**config.mk**
```make
export PLATFORM = sky130hd
export DESIGN_NAME = fetch
export DESIGN_NICKNAME = d
export VERILOG_FILES = /design/src/rtl/fetch.sv
export SDC_FILE = /design/constraint.sdc
export NUM_CORES = 1
export LEC_CHECK = 0
export CORE_MARGIN = 2
export CORE_UTILIZATION = 35
export CTS_BUF_LIST = sky130_fd_sc_hd__clkbuf_2
export CTS_CLUSTER_DIAMETER = 80
export DETAILED_ROUTE_END_ITERATION = 12
export PLACE_DENSITY = 0.64
export SLEW_MARGIN = 20
export SYNTH_ARGS = -nofsm -noshare
export SYNTH_HDL_FRONTEND = slang
export SYNTH_SLANG_ARGS = --single-unit
```
**constraint.sdc**
```tcl
create_clock -name clk -period 3.6 [get_ports clk]
set_input_delay 0.72 -clock clk [delete_from_list [all_inputs] [get_ports clk]]
set_output_delay 0.72 -clock clk [all_outputs]
set_load 0.02 [all_outputs]
```
**src/rtl/fetch.sv**
```systemverilog
// Instruction fetch stage: owns the fetch PC, issues I-cache word requests and buffers
// responses in order for decode. Define FETCH_BP_EN to let the branch predictor steer the PC.
module fetch #(
  parameter logic [31:0] RESET_PC = 32'h0000_0000,
  parameter int unsigned DEPTH    = 4
) (
  input  logic        clk,
  input  logic        rst,
  output logic        fetch_ic_req,
  output logic [29:0] fetch_ic_addr,
  input  logic        ic_fetch_ready,
  input  logic        ic_fetch_resp_valid,
  input  logic [31:0] ic_fetch_resp_data,
  input  logic        ic_fetch_resp_error,
  output logic [29:0] fetch_bp_addr,
  input  logic        bp_fetch_taken,
  input  logic [29:0] bp_fetch_target,
  input  logic [15:0] bp_fetch_tag,
  input  logic        rob_flush,
  input  logic [30:0] rob_flush_pc,
  output logic        fetch_de_valid,
  output logic        fetch_de_error,
  output logic [30:0] fetch_de_addr,
  output logic [31:0] fetch_de_insn,
  output logic [15:0] fetch_de_bptag,
  output logic        fetch_de_bptaken,
  input  logic        decode_stall
);
  localparam int unsigned PtrW = $clog2(DEPTH);
  localparam logic [PtrW:0]   PtrOne = 1;
  localparam logic [PtrW+1:0] DepthW = (PtrW + 2)'(DEPTH);

  logic [31:1]   pc_q, pc_d;
  logic          halt_q, halt_d;
  logic [PtrW:0] tail_q, tail_d, fill_q, fill_d, head_q, head_d, drop_q, drop_d;

  logic [31:1] slot_addr_q  [DEPTH];
  logic [31:0] slot_insn_q  [DEPTH];
  logic        slot_err_q   [DEPTH];
  logic [15:0] slot_tag_q   [DEPTH];
  logic        slot_taken_q [DEPTH];

  logic [PtrW:0]   occ, pend;
  logic [PtrW+1:0] credit_use;
  logic [PtrW-1:0] tail_idx, fill_idx, head_idx;
  logic            issue, misalign_alloc, resp_fill, pop;
  logic            bp_taken;
  logic [29:0]     bp_target;
  logic [15:0]     bp_tag;

`ifdef FETCH_BP_EN
  assign bp_taken  = bp_fetch_taken;
  assign bp_target = bp_fetch_target;
  assign bp_tag    = bp_fetch_tag;
`else
  logic unused_bp;
  assign unused_bp = ^{bp_fetch_taken, bp_fetch_target, bp_fetch_tag};
  assign bp_taken  = 1'b0;
  assign bp_target = '0;
  assign bp_tag    = '0;
`endif

  assign occ        = tail_q - head_q;
  assign pend       = tail_q - fill_q;
  assign credit_use = {1'b0, occ} + {1'b0, drop_q};
  assign tail_idx   = tail_q[PtrW-1:0];
  assign fill_idx   = fill_q[PtrW-1:0];
  assign head_idx   = head_q[PtrW-1:0];

  // Slots still owed to dropped responses count against credit, so in-flight requests stay bounded.
  assign fetch_ic_req   = ~rst & ~rob_flush & ~halt_q & ~pc_q[1] & (credit_use < DepthW);
  assign fetch_ic_addr  = pc_q[31:2];
  assign fetch_bp_addr  = pc_q[31:2];
  assign issue          = fetch_ic_req & ic_fetch_ready;
  assign misalign_alloc = ~rst & ~rob_flush & ~halt_q & pc_q[1] & ({1'b0, occ} < DepthW);
  assign resp_fill      = ic_fetch_resp_valid & (drop_q == '0);
  assign fetch_de_valid = ~rst & (head_q != fill_q);
  assign pop            = fetch_de_valid & ~decode_stall & ~rob_flush;

  always_comb begin
    pc_d   = pc_q;
    halt_d = halt_q;
    tail_d = tail_q;
    fill_d = fill_q;
    head_d = head_q;
    drop_d = drop_q;
    if (rob_flush) begin
      pc_d   = rob_flush_pc;
      halt_d = 1'b0;
      tail_d = '0;
      fill_d = '0;
      head_d = '0;
      // Every response still owed after this edge is stale.
      drop_d = drop_q + pend - {{PtrW{1'b0}}, ic_fetch_resp_valid};
    end else begin
      if (issue) begin
        tail_d = tail_q + PtrOne;
        pc_d   = bp_taken ? {bp_target, 1'b0} : pc_q + 31'd2;
      end
      if (misalign_alloc) begin
        tail_d = tail_q + PtrOne;
        halt_d = 1'b1;
      end
      if (misalign_alloc || resp_fill) begin
        fill_d = fill_q + PtrOne;
      end
      if (ic_fetch_resp_valid && !resp_fill) begin
        drop_d = drop_q - PtrOne;
      end
      if (pop) begin
        head_d = head_q + PtrOne;
      end
    end
  end

  always_ff @(posedge clk) begin
    if (rst) begin
      pc_q   <= RESET_PC[31:1];
      halt_q <= 1'b0;
      tail_q <= '0;
      fill_q <= '0;
      head_q <= '0;
      drop_q <= '0;
    end else begin
      pc_q   <= pc_d;
      halt_q <= halt_d;
      tail_q <= tail_d;
      fill_q <= fill_d;
      head_q <= head_d;
      drop_q <= drop_d;
    end
  end

  always_ff @(posedge clk) begin
    if (issue) begin
      slot_addr_q[tail_idx]  <= pc_q;
      slot_tag_q[tail_idx]   <= bp_tag;
      slot_taken_q[tail_idx] <= bp_taken;
    end else if (misalign_alloc) begin
      slot_addr_q[tail_idx]  <= pc_q;
      slot_insn_q[tail_idx]  <= '0;
      slot_err_q[tail_idx]   <= 1'b1;
      slot_tag_q[tail_idx]   <= '0;
      slot_taken_q[tail_idx] <= 1'b0;
    end
    if (resp_fill) begin
      slot_insn_q[fill_idx] <= ic_fetch_resp_data;
      slot_err_q[fill_idx]  <= ic_fetch_resp_error;
    end
  end

  assign fetch_de_addr    = slot_addr_q[head_idx];
  assign fetch_de_insn    = slot_insn_q[head_idx];
  assign fetch_de_error   = slot_err_q[head_idx];
  assign fetch_de_bptag   = slot_tag_q[head_idx];
  assign fetch_de_bptaken = slot_taken_q[head_idx];

endmodule

```
[Yosys cells after proc, flatten, opt, wreduce, memory -nomap -nowiden]
Memories as Yosys holds them, arrays and structs flattened. A register that Yosys moved wholly into a read port is not among the register bits.
Cells that the tools add are included.
Operators by class
  add/subtract/negate cells: 10
  muxes and demuxes: 20
  reductions and logical operators: 8
  equality and inequality tests: 1
  magnitude comparators: 2
  bitwise operators: 17
Operators with widths (count)
  31-bit 2-to-1 mux: 3
  31-bit by 2-bit adder with 31-bit output (second input constant): 1
  2-bit 2-to-1 mux: 6
  3-bit 2-to-1 mux: 4
  1-bit bitwise AND: 11
  3-bit by 1-bit adder with 3-bit output (second input constant): 3
  1-bit 2-to-1 mux: 7
  2-bit nonzero test: 3
  3-bit subtractor: 2
  1-bit inverter: 5
  3-bit by 3-bit adder with 4-bit output: 1
  4-bit by 3-bit less-than comparator with 1-bit output (second input constant): 1
  3-bit adder: 1
  3-bit logical NOT: 1
  3-bit less-than comparator (second input constant): 1
  3-bit inequality test: 1
  3-bit by 1-bit subtractor with 3-bit output: 1
  3-bit by 1-bit subtractor with 3-bit output (second input constant): 1
  2-bit OR reduction: 1
  1-bit logical AND: 1
  1-bit logical NOT: 1
  1-bit logical OR: 1
  1-bit bitwise OR: 1
Storage, ports and cells
  input port bits: 117
  register bits: 44
  memories kept: 3
  RAM bits: 256
  word-level logic and storage cells: 67
Memory list
  slot_insn_q: depth 4, width 32, read ports 1, clocked after memory_dff 1, write ports 2, RTL line 38  | logic [31:0] slot_insn_q [DEPTH];
  slot_addr_q: depth 4, width 31, read ports 1, clocked after memory_dff 1, write ports 1, RTL line 37  | logic [31:1] slot_addr_q [DEPTH];
  slot_err_q: depth 4, width 1, read ports 1, clocked after memory_dff 1, write ports 2, RTL line 39  | logic slot_err_q [DEPTH];

[Depth between registers and ports, before layout]
  depth after elaboration: 9
  depth in mapped cells: 13
  gate-level depth less buffers: 13

[Least setup slack after synthesis]
OpenSTA, ideal clock, no wires.
  path kind: reg2reg
  start: register tail_q[0]
  end: memory slot_addr_q[0][0] (netlist name) (enable)
  arrival time: 3.101 ns
  setup time: 0.391 ns
  slack: 0.108 ns
  stages on the path, launching flop included: 11
  data required time: 3.209 ns
  cell sequence: dfxtp_1 > inv_1 > ha_1 > inv_1 > fa_1 > xnor3_1 > ha_1 > nor4_2 > nand3_1 > or2b_4 > and2_1
Between the ends
  word-level cells in the longest chain between the ends: 8
  elaborated cells on any way between the ends: 13
  those cells by class: add/sub (2); order compare (2); mux (5); bitwise (4)
RTL lines
  from (decl): RTL line 35  | logic [PtrW:0] tail_q, tail_d, fill_q, fill_d, head_q, head_d, drop_q, drop_d;
  from (signal assigned): RTL line 127  | tail_q <= tail_d;
  3-bit subtractor: RTL line 63  | assign occ = tail_q - head_q;
  3-bit by 3-bit adder with 4-bit output: RTL line 65  | assign credit_use = {1'b0, occ} + {1'b0, drop_q};
  4-bit by 3-bit less-than comparator with 1-bit output: RTL line 71  | assign fetch_ic_req = ~rst & ~rob_flush & ~halt_q & ~pc_q[1] & (credit_use < DepthW);
  1-bit bitwise AND: RTL line 71
  1-bit bitwise AND: RTL line 74  | assign issue = fetch_ic_req & ic_fetch_ready;
  1-bit 2-to-1 mux: RTL line 135  | if (issue) begin
  1-bit 2-to-1 mux
  1-bit bitwise OR (no line)
  to (decl): RTL line 37
Several ways; a longest one is shown, not always the timed one.

[Worst setup path in the final report]
  start: register tail_q[0]
  end: output fetch_ic_req
Between the ends
  word-level cells in the longest chain between the ends: 4
RTL lines
  3-bit subtractor: RTL line 63
  3-bit by 3-bit adder with 4-bit output: RTL line 65
  4-bit by 3-bit less-than comparator with 1-bit output: RTL line 71
  1-bit bitwise AND: RTL line 71
  to (decl): RTL line 9  | output logic fetch_ic_req,
Every way passes these cells.

==> impl_metrics.py <==
metrics = {
    "worst_setup_path": {
        "crit_path_start_kind": "flip-flop",
        "cp.arrival_ns": 2.90,
        "critical_path_class": "reg2out",
        "ff2ff_path_depth": 16,
        "endpoint_kind": "output port",
        "r2r_start": "tail_q[0]",
        "ff2ff_setup_slack_ns": 0.17,
        "cp_max_fo": 2,
        "r2r_end": "pc_q[16]",
        "worst_ep_required_time_ns": 2.88,
    },
    "power": {
        "ir_worst_vdd_mv": 0.2423,
        "power_density_nw_per_um2": 472.4,
        "power.total_w": 0.007855,
        "p_leak_nw": 6.066,
    },
    "yosys": {
        "synth.most_common_cell": "edfxtp_1",
        "yosys-top-cells-count": "edfxtp_1 (252), and3_1 (133), buf_4 (77)",
        "ys_seq_area_frac": 0.6305,
        "synthDistinctLibCells": 61,
        "ys_top_cells_by_area": "edfxtp_1 (56%), mux4_2 (11%), dfxtp_1 (7.4%)",
        "syn_inst": 916,
        "synth_top_area_share": 0.5568,
        "synth_top_cell_by_area": "edfxtp_1",
        "ys_async_sr_fraction": 0,
        "synth-edff-count": 252,
        "synth_ff_type": "edfxtp_1",
        "avgSynthCellArea_um2": 14.84,
        "yosys_warnings": 0,
        "syn_area_um2": 13590,
        "synth_seq_cells": 302,
    },
    "final_layout": {
        "fin_area_um2": 16630,
        "num-fill-cells": 3525,
        "area_growth_pct": 22.34,
        "drive_gt1_frac": 0.2188,
        "seq_area_um2": 8578,
        "multiInputGateArea_um2": 4237,
        "nets": 1247,
    },
    "clocking": {
        "clock_path_buffers": 3,
        "ctsHtreeMaxLevel": 3,
        "cts_sinks": 302,
        "cts_tree": "done",
        "root_buffer": "clkbuf_2",
        "path_clk_slew_ns": 0.11,
        "worst_skew_pair.late_latency_ns": 0.84,
        "cts_buffers": 77,
    },
    "sta": {
        "rsz0062_at_grt": "yes",
        "skew_ns": 0.06471,
        "post-route-period-util": 1.006,
        "setup_slack_ns": -0.02070,
        "max_freq_mhz": 276.2,
        "setup_viol": 1,
        "slew_violations": 0,
        "tns_ns": -0.02070,
        "tightest_slew_ns": 0.6560,
        "min_period_ns": 3.621,
        "relSlewSlack": 0.5587,
        "finalHoldViolCount": 0,
    },
    "die": {
        "initial_core_util": 0.3533,
        "rows": 72,
        "io_pins": 260,
        "die_w_um": 201.1,
        "core-area_um2": 38470,
        "die_h_um": 201.1,
        "dieArea_um2": 40420,
    },
    "min_path": {
        "hold_end": "pc_q[13]",
        "hp-class": "in2reg",
        "worstHoldStart": "rob_flush_pc[12]",
        "min_path_cells": 3,
    },
    "placement": {
        "placed_area_um2": 15800,
        "port-buffer-count": 195,
        "gp_congestion": 0.7568,
        "hpwl_um": 19540,
    },
    "global_routing": {
        "grt_pass1_wl_um": 50590,
        "overflow": 0,
        "grt_pass1_vias": 8859,
        "antenna_found_initial": 4,
        "track_usage": 0.1621,
        "grt_max_degree": 105,
    },
    "route": {
        "first_iter_violations": 574,
        "drc": 0,
        "vias": 8357,
        "finalWirelength_um": 32770,
        "wl_per_cell_um": 19.48,
        "drt.antenna.violating_nets": 0,
        "firstDrtPassIters": 5,
        "via_per_inst": 4.968,
    },
    "outcome": {
        "violations": "negative setup slack",
        "outcome": "complete, but fails checks",
    },
    "run": {
        "drv_cap": 0,
    },
}
cells in the final DEF, fill, tap and decap left out, types with 13 or more instances in the layout:
cell type	instances
nand2_1	37
nor2_1	32
mux4_2	64
buf_4	25
a31oi_1	16
a21oi_1	13
and3_1	131
dfxtp_1	46
ha_1	14
clkdlybuf4s50_1	194
clkbuf_2	116
conb_1	17
edfxtp_1	252
inv_1	21
cells by family (layout without fill, tap and decap cells):
kind of cell / Yosys count / count (layout) / share of synthesized area
buffers and inverters: 157 / 386 / 0.06573
adders and majority gates: 21 / 21 / 0.02210
muxes: 66 / 66 / 0.1075
DFF: 302 / 302 / 0.6305
and+or+nand+nor: 267 / 267 / 0.1183
AOI/OAI and AO/OA: 78 / 78 / 0.03913
xor gates and xnor gates: 24 / 24 / 0.01648
other: 1 / 20 / 0.0002759
routing by layer:
layer,vias up,wire length [um],GRT usage
met1,4215,13560,0.2001
met4,2,597,0.05952
li1,3868,-,-
met2,230,17040,0.2803
met5,-,13,0
met3,42,1556,0.03425
stage by stage:
stage               hold WS, ns  setup WS [ns]  utilization  std cells
floorplan                0.4311         0.1078            -        932
global placement         0.4474       -0.09784       0.4108       1540
detailed placement       0.4611        -0.1127       0.4108       1540
CTS                      0.3348        -0.1135       0.4320       1679
global route             0.3443        -0.2168       0.4322       1681
finish                   0.4327       -0.02070       0.4322       1682
state kept, by name, indices dropped and copies added, names as in the netlist, named ones only:
| name | count |
|---|---|
| slot_addr_q | 124 |
| fill_q | 3 |
| pc_q | 31 |
| slot_insn_q | 128 |
| halt_q | 1 |
| tail_q | 3 |
| drop_q | 3 |
| head_q | 3 |
| slot_err_q | 4 |
where the power goes:
part           internal, W  switching (W)
sequential         0.00399       0.000117
combinational     0.000672       0.000772
clock             0.000985        0.00132
critical path, stage by stage, from the launching register on:
cell	delay [ns]
dfxtp_2	0.33
inv_2	0.07
ha_4	0.12
inv_2	0.03
fa_2	0.34
xnor3_2	0.27
ha_4	0.27
nor4_4	0.19
nand2_1	0.11
nor3_2	0.18
buf_4	0.18
layout make-up:
type	instances	area share
clock inverters	15	0.006547
clock buffers	116	0.03492
well taps	518	0.03898
diodes	3	0.0004515
flip-flops and latches	302	0.5159
multi-input cells	473	0.2548
repair buffers	231	0.1430
inverters	24	0.005418
how the worst max path moves through the flow:
stage                   startpoint           endpoint  slack [ns]  depth (start not counted)
2_1_floorplan            tail_q[0]  slot_addr_q[0][0]        0.11                         10
3_3_place_gp   ic_fetch_resp_valid          drop_q[2]        -0.1                         14
3_5_place_dp   ic_fetch_resp_valid          drop_q[2]       -0.11                         14
4_1_cts                  tail_q[0]       fetch_ic_req       -0.11                         10
5_1_grt                  tail_q[0]       fetch_ic_req       -0.22                         10
6_report                 tail_q[0]       fetch_ic_req       -0.02                         10
timing repair:
action | in CTS | in global routing
pin swaps | 6 | 1
setup buffers | 8 | 0
hold buffers | 0 | 0
setup endpoints to repair | 52 | 8
resized for setup | 18 | 1
(Power assumes the default switching activity.)
